File: src/rtl/hwag_pkg.sv
// Shared types and defaults for channels hanging off the hardware angle generator.
package hwag_pkg;

  localparam int HWAG_ANGLE_W   = 16;
  localparam int HWAG_ANGLE_MAX = 3839;
  localparam int HWAG_TIME_W    = 24;

  typedef enum logic [1:0] {
    IDLE     = 2'd0,
    WAIT_SET = 2'd1,
    DWELL    = 2'd2,
    COOLDOWN = 2'd3
  } coil_state_t;

endpackage

File: src/rtl/counter.sv
// Saturating up-counter with synchronous clear; clear has priority over enable.
module counter #(
  parameter int W = 24
) (
  input  logic         clk,
  input  logic         rst,
  input  logic         clr,
  input  logic         en,
  output logic [W-1:0] cnt
);

  function automatic logic [W-1:0] sat_inc(input logic [W-1:0] v);
    return (&v) ? v : v + {{(W-1){1'b0}}, 1'b1};
  endfunction

  always_ff @(posedge clk or negedge rst) begin
    if (!rst)
      cnt <= '0;
    else if (clr)
      cnt <= '0;
    else if (en)
      cnt <= sat_inc(cnt);
  end

endmodule

File: src/rtl/d_flip_flop.sv
// Plain register with asynchronous active-low reset to a configurable value.
module d_flip_flop #(
  parameter int             W       = 1,
  parameter logic [W-1:0]   RST_VAL = '0
) (
  input  logic         clk,
  input  logic         rst,
  input  logic [W-1:0] d,
  output logic [W-1:0] q
);

  always_ff @(posedge clk or negedge rst) begin
    if (!rst)
      q <= RST_VAL;
    else
      q <= d;
  end

endmodule

File: src/rtl/hwag_cfg_shadow.sv
// Double-buffered configuration: load fills the shadow, apply copies shadow to active.
module hwag_cfg_shadow #(
  parameter int W = 80
) (
  input  logic         clk,
  input  logic         rst,
  input  logic         load,
  input  logic         apply,
  input  logic [W-1:0] d,
  output logic [W-1:0] active
);

  logic [W-1:0] shadow;

  // A load and an apply in the same cycle hand the previous shadow to active.
  always_ff @(posedge clk or negedge rst) begin
    if (!rst) begin
      shadow <= '0;
      active <= '0;
    end else begin
      if (load)
        shadow <= d;
      if (apply)
        active <= shadow;
    end
  end

endmodule

File: src/rtl/hwag_coil_channel.sv
// One ignition coil channel: angle-defined dwell and spark with max-dwell and min-off guards.
module hwag_coil_channel
  import hwag_pkg::*;
#(
  parameter int ANGLE_W   = HWAG_ANGLE_W,
  parameter int ANGLE_MAX = HWAG_ANGLE_MAX,
  parameter int TIME_W    = HWAG_TIME_W
) (
  input  logic               clk,
  input  logic               rst,
  input  logic               sync,
  input  logic [ANGLE_W-1:0] angle,
  input  logic               cfg_wr,
  input  logic [ANGLE_W-1:0] cfg_set_angle,
  input  logic [ANGLE_W-1:0] cfg_spark_angle,
  input  logic [TIME_W-1:0]  cfg_max_dwell,
  input  logic [TIME_W-1:0]  cfg_min_off,
  output logic               coil,
  output logic               spark,
  output logic               dwell_timeout,
  output logic               missed
);

  localparam int                  CFG_W     = 2*ANGLE_W + 2*TIME_W;
  localparam logic [ANGLE_W-1:0]  ANGLE_TOP = ANGLE_W'(ANGLE_MAX);
  localparam logic [TIME_W-1:0]   T_ONE     = {{(TIME_W-1){1'b0}}, 1'b1};

  logic [ANGLE_W-1:0] angle_q;
  logic [ANGLE_W-1:0] angle_prev;
  logic [CFG_W-1:0]   cfg_d;
  logic [CFG_W-1:0]   cfg_active;
  logic [ANGLE_W-1:0] act_set;
  logic [ANGLE_W-1:0] act_spark;
  logic [TIME_W-1:0]  act_max;
  logic [TIME_W-1:0]  act_min;
  logic [TIME_W-1:0]  dwell_cnt;
  logic [TIME_W-1:0]  off_cnt;
  logic               wrap;
  logic               angle_new;
  logic               set_match;
  logic               spark_match;
  coil_state_t        state;
  coil_state_t        state_n;
  logic               coil_n;
  logic               spark_n;
  logic               timeout_n;
  logic               missed_n;

  // Stage p0: angle capture and one-cycle history for edge qualification
  d_flip_flop #(.W(ANGLE_W), .RST_VAL(ANGLE_TOP)) u_angle_q (
    .clk (clk),
    .rst (rst),
    .d   (angle),
    .q   (angle_q)
  );

  d_flip_flop #(.W(ANGLE_W), .RST_VAL(ANGLE_TOP)) u_angle_prev (
    .clk (clk),
    .rst (rst),
    .d   (angle_q),
    .q   (angle_prev)
  );

  assign wrap      = (angle_q == '0) && (angle == ANGLE_TOP);
  assign angle_new = (angle_q != angle_prev);

  // Config is frozen while synchronised and only swapped at the revolution boundary.
  assign cfg_d = {cfg_set_angle, cfg_spark_angle, cfg_max_dwell, cfg_min_off};

  hwag_cfg_shadow #(.W(CFG_W)) u_cfg (
    .clk    (clk),
    .rst    (rst),
    .load   (cfg_wr),
    .apply  (wrap || !sync),
    .d      (cfg_d),
    .active (cfg_active)
  );

  assign act_set   = cfg_active[CFG_W-1 -: ANGLE_W];
  assign act_spark = cfg_active[CFG_W-ANGLE_W-1 -: ANGLE_W];
  assign act_max   = cfg_active[2*TIME_W-1 -: TIME_W];
  assign act_min   = cfg_active[TIME_W-1:0];

  // Out-of-range targets can never equal a legal angle, so they simply never fire.
  assign set_match   = angle_new && (angle_q == act_set)   && (act_set   <= ANGLE_TOP);
  assign spark_match = angle_new && (angle_q == act_spark) && (act_spark <= ANGLE_TOP);

  // Stage p1: dwell/off timers, held at zero outside their own state
  counter #(.W(TIME_W)) u_dwell_cnt (
    .clk (clk),
    .rst (rst),
    .clr (state != DWELL),
    .en  (state == DWELL),
    .cnt (dwell_cnt)
  );

  counter #(.W(TIME_W)) u_off_cnt (
    .clk (clk),
    .rst (rst),
    .clr (state != COOLDOWN),
    .en  (state == COOLDOWN),
    .cnt (off_cnt)
  );

  always_ff @(posedge clk or negedge rst) begin
    if (!rst)
      state <= IDLE;
    else
      state <= state_n;
  end

  always_comb begin
    state_n   = state;
    spark_n   = 1'b0;
    timeout_n = 1'b0;
    missed_n  = 1'b0;
    if (!sync) begin
      state_n = IDLE;
    end else begin
      case (state)
        IDLE:     state_n = WAIT_SET;
        WAIT_SET: if (set_match) state_n = DWELL;
        DWELL: begin
          if (spark_match) begin
            state_n = COOLDOWN;
            spark_n = 1'b1;
          end else if ((act_max != '0) && ((dwell_cnt + T_ONE) == act_max)) begin
            state_n   = COOLDOWN;
            timeout_n = 1'b1;
          end
        end
        COOLDOWN: begin
          if (set_match)
            missed_n = 1'b1;
          else if (off_cnt >= act_min)
            state_n = WAIT_SET;
        end
        default:  state_n = IDLE;
      endcase
    end
    coil_n = (state_n == DWELL);
  end

  // Stage p2: registered outputs, pulses aligned with the coil edge
  d_flip_flop #(.W(4), .RST_VAL(4'b0000)) u_out (
    .clk (clk),
    .rst (rst),
    .d   ({coil_n, spark_n, timeout_n, missed_n}),
    .q   ({coil, spark, dwell_timeout, missed})
  );

endmodule

File: config.mk
export PLATFORM = sky130hd
export DESIGN_NAME = hwag_coil_channel
export DESIGN_NICKNAME = d
export VERILOG_FILES = /design/src/rtl/hwag_pkg.sv /design/src/rtl/counter.sv /design/src/rtl/d_flip_flop.sv /design/src/rtl/hwag_cfg_shadow.sv /design/src/rtl/hwag_coil_channel.sv
export SDC_FILE = /design/constraint.sdc
export NUM_CORES = 1
export LEC_CHECK = 0
export CAP_MARGIN = 10
export CORE_MARGIN = 8
export CORE_UTILIZATION = 50
export CTS_BUF_LIST = sky130_fd_sc_hd__clkbuf_8
export DETAILED_ROUTE_END_ITERATION = 10
export GPL_TIMING_DRIVEN = 0
export HOLD_SLACK_MARGIN = 0.02
export PLACE_DENSITY = 0.73
export REMOVE_ABC_BUFFERS = 1
export SETUP_SLACK_MARGIN = 0.15
export SYNTH_ARGS = -nofsm -noshare
export SYNTH_HDL_FRONTEND = slang
export SYNTH_SLANG_ARGS = --single-unit
File: constraint.sdc
create_clock -name clk -period 2.9 [get_ports clk]
set_input_delay 0.58 -clock clk [delete_from_list [all_inputs] [get_ports clk]]
set_output_delay 0.58 -clock clk [all_outputs]
set_load 0.01 [all_outputs]
==> results of run 1 <==
[kinds of logic after synthesis]
family,after synthesis,synth area share
adder cells (fa/ha/maj),26,0.02762
multiplexers,141,0.1344
AND/OR/NAND/NOR,285,0.1363
flip-flops,246,0.5249
XOR/XNOR,103,0.07775
AO/OA/AOI/OAI,125,0.06840
buffers and inverters,83,0.03070
[per-layer routing]
layer  GRT usage  part of all wire
met2      0.3114              0.49
met5           0                 0
met1      0.2505              0.45
met3     0.03675             0.045
met4     0.05464             0.016
[path summary, 6_finish.rpt]
| check | start | cells after the start | end | slack, ns |
|---|---|---|---|---|
| worst max register to register | u_dwell_cnt.cnt[0]$_DFFE_PN0P_ | 8 | u_out.q[3]$_DFF_PN0_ | 0.16 |
| min in group asynchronous | rst | 2 | u_cfg.shadow[61]$_DFFE_PN0P_ | 0.54 |
| worst min register to register | u_angle_q.q[6]$_DFF_PN1_ | 0 | u_angle_prev.q[6]$_DFF_PN1_ | 0.41 |
| max in group asynchronous | rst | 4 | u_dwell_cnt.cnt[2]$_DFFE_PN0P_ | 1.08 |
| worst min-delay path | u_angle_q.q[6]$_DFF_PN1_ | 0 | u_angle_prev.q[6]$_DFF_PN1_ | 0.41 |
| worst max-delay path | u_dwell_cnt.cnt[0]$_DFFE_PN0P_ | 8 | u_out.q[3]$_DFF_PN0_ | 0.16 |
[what timing repair did]
| action | 4_1_cts | 5_1_grt |
|---|---|---|
| setup endpoints to repair | 91 | 34 |
| hold buffers | 1 | 0 |
| buffers inserted | 4 | 17 |
| pin swaps | 5 | 4 |
| endpoints found under the hold margin | 41 | 0 |
| gates resized for setup | 24 | 15 |
[critical path: cells and delay by family (launching register included)]
kind	cells	cell delay, ns
compound gates	1	0.30
fa+ha+maj	1	0.21
flops	1	0.43
simple gates	6	1.69
[final cells by class]
class / instances / area [µm²] / area share
flip-flops and latches: 246 / 6205 / 0.4335
multi-input cells: 680 / 5341 / 0.3732
repair buffers: 131 / 1364 / 0.09529
clock buffers: 57 / 784.5 / 0.05481
well taps: 319 / 399.1 / 0.02789
inverters: 33 / 123.9 / 0.008655
clock inverters: 20 / 92.59 / 0.006469
diodes: 1 / 2.502 / 0.0001748
[power breakdown]
part / internal [W] / switching, W
combinational: 0.000528 / 0.000390
clock: 0.00175 / 0.00140
sequential: 0.00374 / 0.000241
[flip-flops by register name, indices dropped and copies added, names as in the netlist]
signal and count:
state 2, u_angle_prev.q 16, u_out.q 4, u_angle_q.q 16, u_off_cnt.cnt 24, u_cfg.shadow 80, u_cfg.active 80, u_dwell_cnt.cnt 24
[per-stage QoR]
| step | total power [W] | setup TNS, ns | std cells | instance area (µm²) | setup slack (ns) |
|---|---|---|---|---|---|
| CTS | 0.008140 | 0 | 1469 | 14120 | 0.1629 |
| global placement | 0.004931 | -2721.09 | 1381 | 12970 | -9.109 |
| finish | 0.008049 | 0 | 1487 | 14310 | 0.1578 |
| detailed placement | 0.004951 | -7.270 | 1387 | 13140 | -0.5044 |
| floorplan | 0.004513 | -202.95 | 959 | 11540 | -2.590 |
| global route | 0.008431 | 0 | 1487 | 14310 | 0.05524 |
[placed cells by master, fill, tap and decap left out, types with 40 or more instances in the layout]
cell,instances
clkbuf_8,57
inv_1,48
nand2_1,56
dfrtp_1,207
xnor2_1,56
clkdlybuf4s50_1,101
nand4_1,40
xor2_1,46
nor2_1,47
mux2_2,137
==> metrics.txt, run 1 <==
chip height 169.5 µm; Filler cells 1,926; Synth cell types 78; # DRC 0; Initial Util 0.5049; Detail Placement HPWL 18.55 mm; first-pass GRT wire length 43.97 mm; I/O pins 104; synthesized flop and latch total 246; DRT Pass-1 Iters 5; Worst path slowest cell or4_2; CTS clk-pin slew, worst paths 0.06 ns; most numerous cell in the Yosys netlist dfrtp_1; FMAX 364.7 MHz; Slew Viols, Final 0; syn_area_per_cell 11.67 µm²; antenna-violating nets left 0; Worst-Margin Slew 1.175 ns; Final Setup Violations 0; RSZ-0062 raised after global routing yes; Power per Cell Area 562.4 mW/mm²; Yosys warnings 0; H-tree Lvls 2; Synth top area share 0.4758; CP Class register to register; Core Util, Final 0.6134; top cells by area, synth dfrtp_1 (48%), mux2_2 (13%), dfstp_2 (4.9%); Rel. slew slack 0.2166; status finished, final reports clean; vias in the first global route 8,436; hold violation count in the final report 0; fin crit period 2.742 ns; # rows 56; Arrival @ worst endpoint 3.16 ns; max cap viols 0; GRT Total Usage 0.1889; Post-Syn Instances 1,009; Die Wd 169.5 µm; Synth Cell Area 0.01178 mm²; Critical Path Source Type register; Die Area 0.02873 mm²; CTS Sinks 246; clk buf depth 3; Synth Flop Type dfrtp_1; dominant cell type by area after synthesis dfrtp_1; EDFF count, synth 0; largest net degree at the start of global routing 114; synthesis-to-finish area growth 21.50%; clk_lat worst skew 0.55 ns; total wire length 26.70 mm; share of layout cells above drive strength 1 0.2562; CP required 3.32 ns; drt via density 5.486; clock tree from TritonCTS yes; cts bufs inserted 42; CTS root buf clkbuf_8; Vias 8,157; core area 0.02333 mm²; DR iter-0 viols 524; Hold Path Class register to register; VDD IR max 0.3649 mV; register area share after synthesis 0.5249; Worst setup EP type register; Period Utilization, post-route 0.9456; nets 1,260; top cells by count, synth dfrtp_1 (224), mux2_2 (137), nand2_1 (56), xnor2_1 (56), nor2_1 (49); share of flip-flops with an asynchronous set or reset 1.000; crit-path cells ha_4 > and4_4 > nand2_2 > or4_2 > and3_1 > nor4_1 > nand4_1 > o221a_2; Critical Path Fanout Max 9; initial antenna violation count 1; Leakage 5.997 nW; Final GP Congestion 0.8847; total grt overflow 0; Slowest Stage Delay on Critical Path 0.65 ns; clock skew 0.01817 ns; detailed-route wire length per cell 17.95 µm; WHS 0.4144 ns; PortBufs 103
Power figures use the tool's default switching activity.
==> run 2: changes to the inputs <==
HOLD_SLACK_MARGIN = 0.06   (was 0.02)
==> results of run 2 <==
The final DEF is identical to that of run 1; final timing and power are the same.
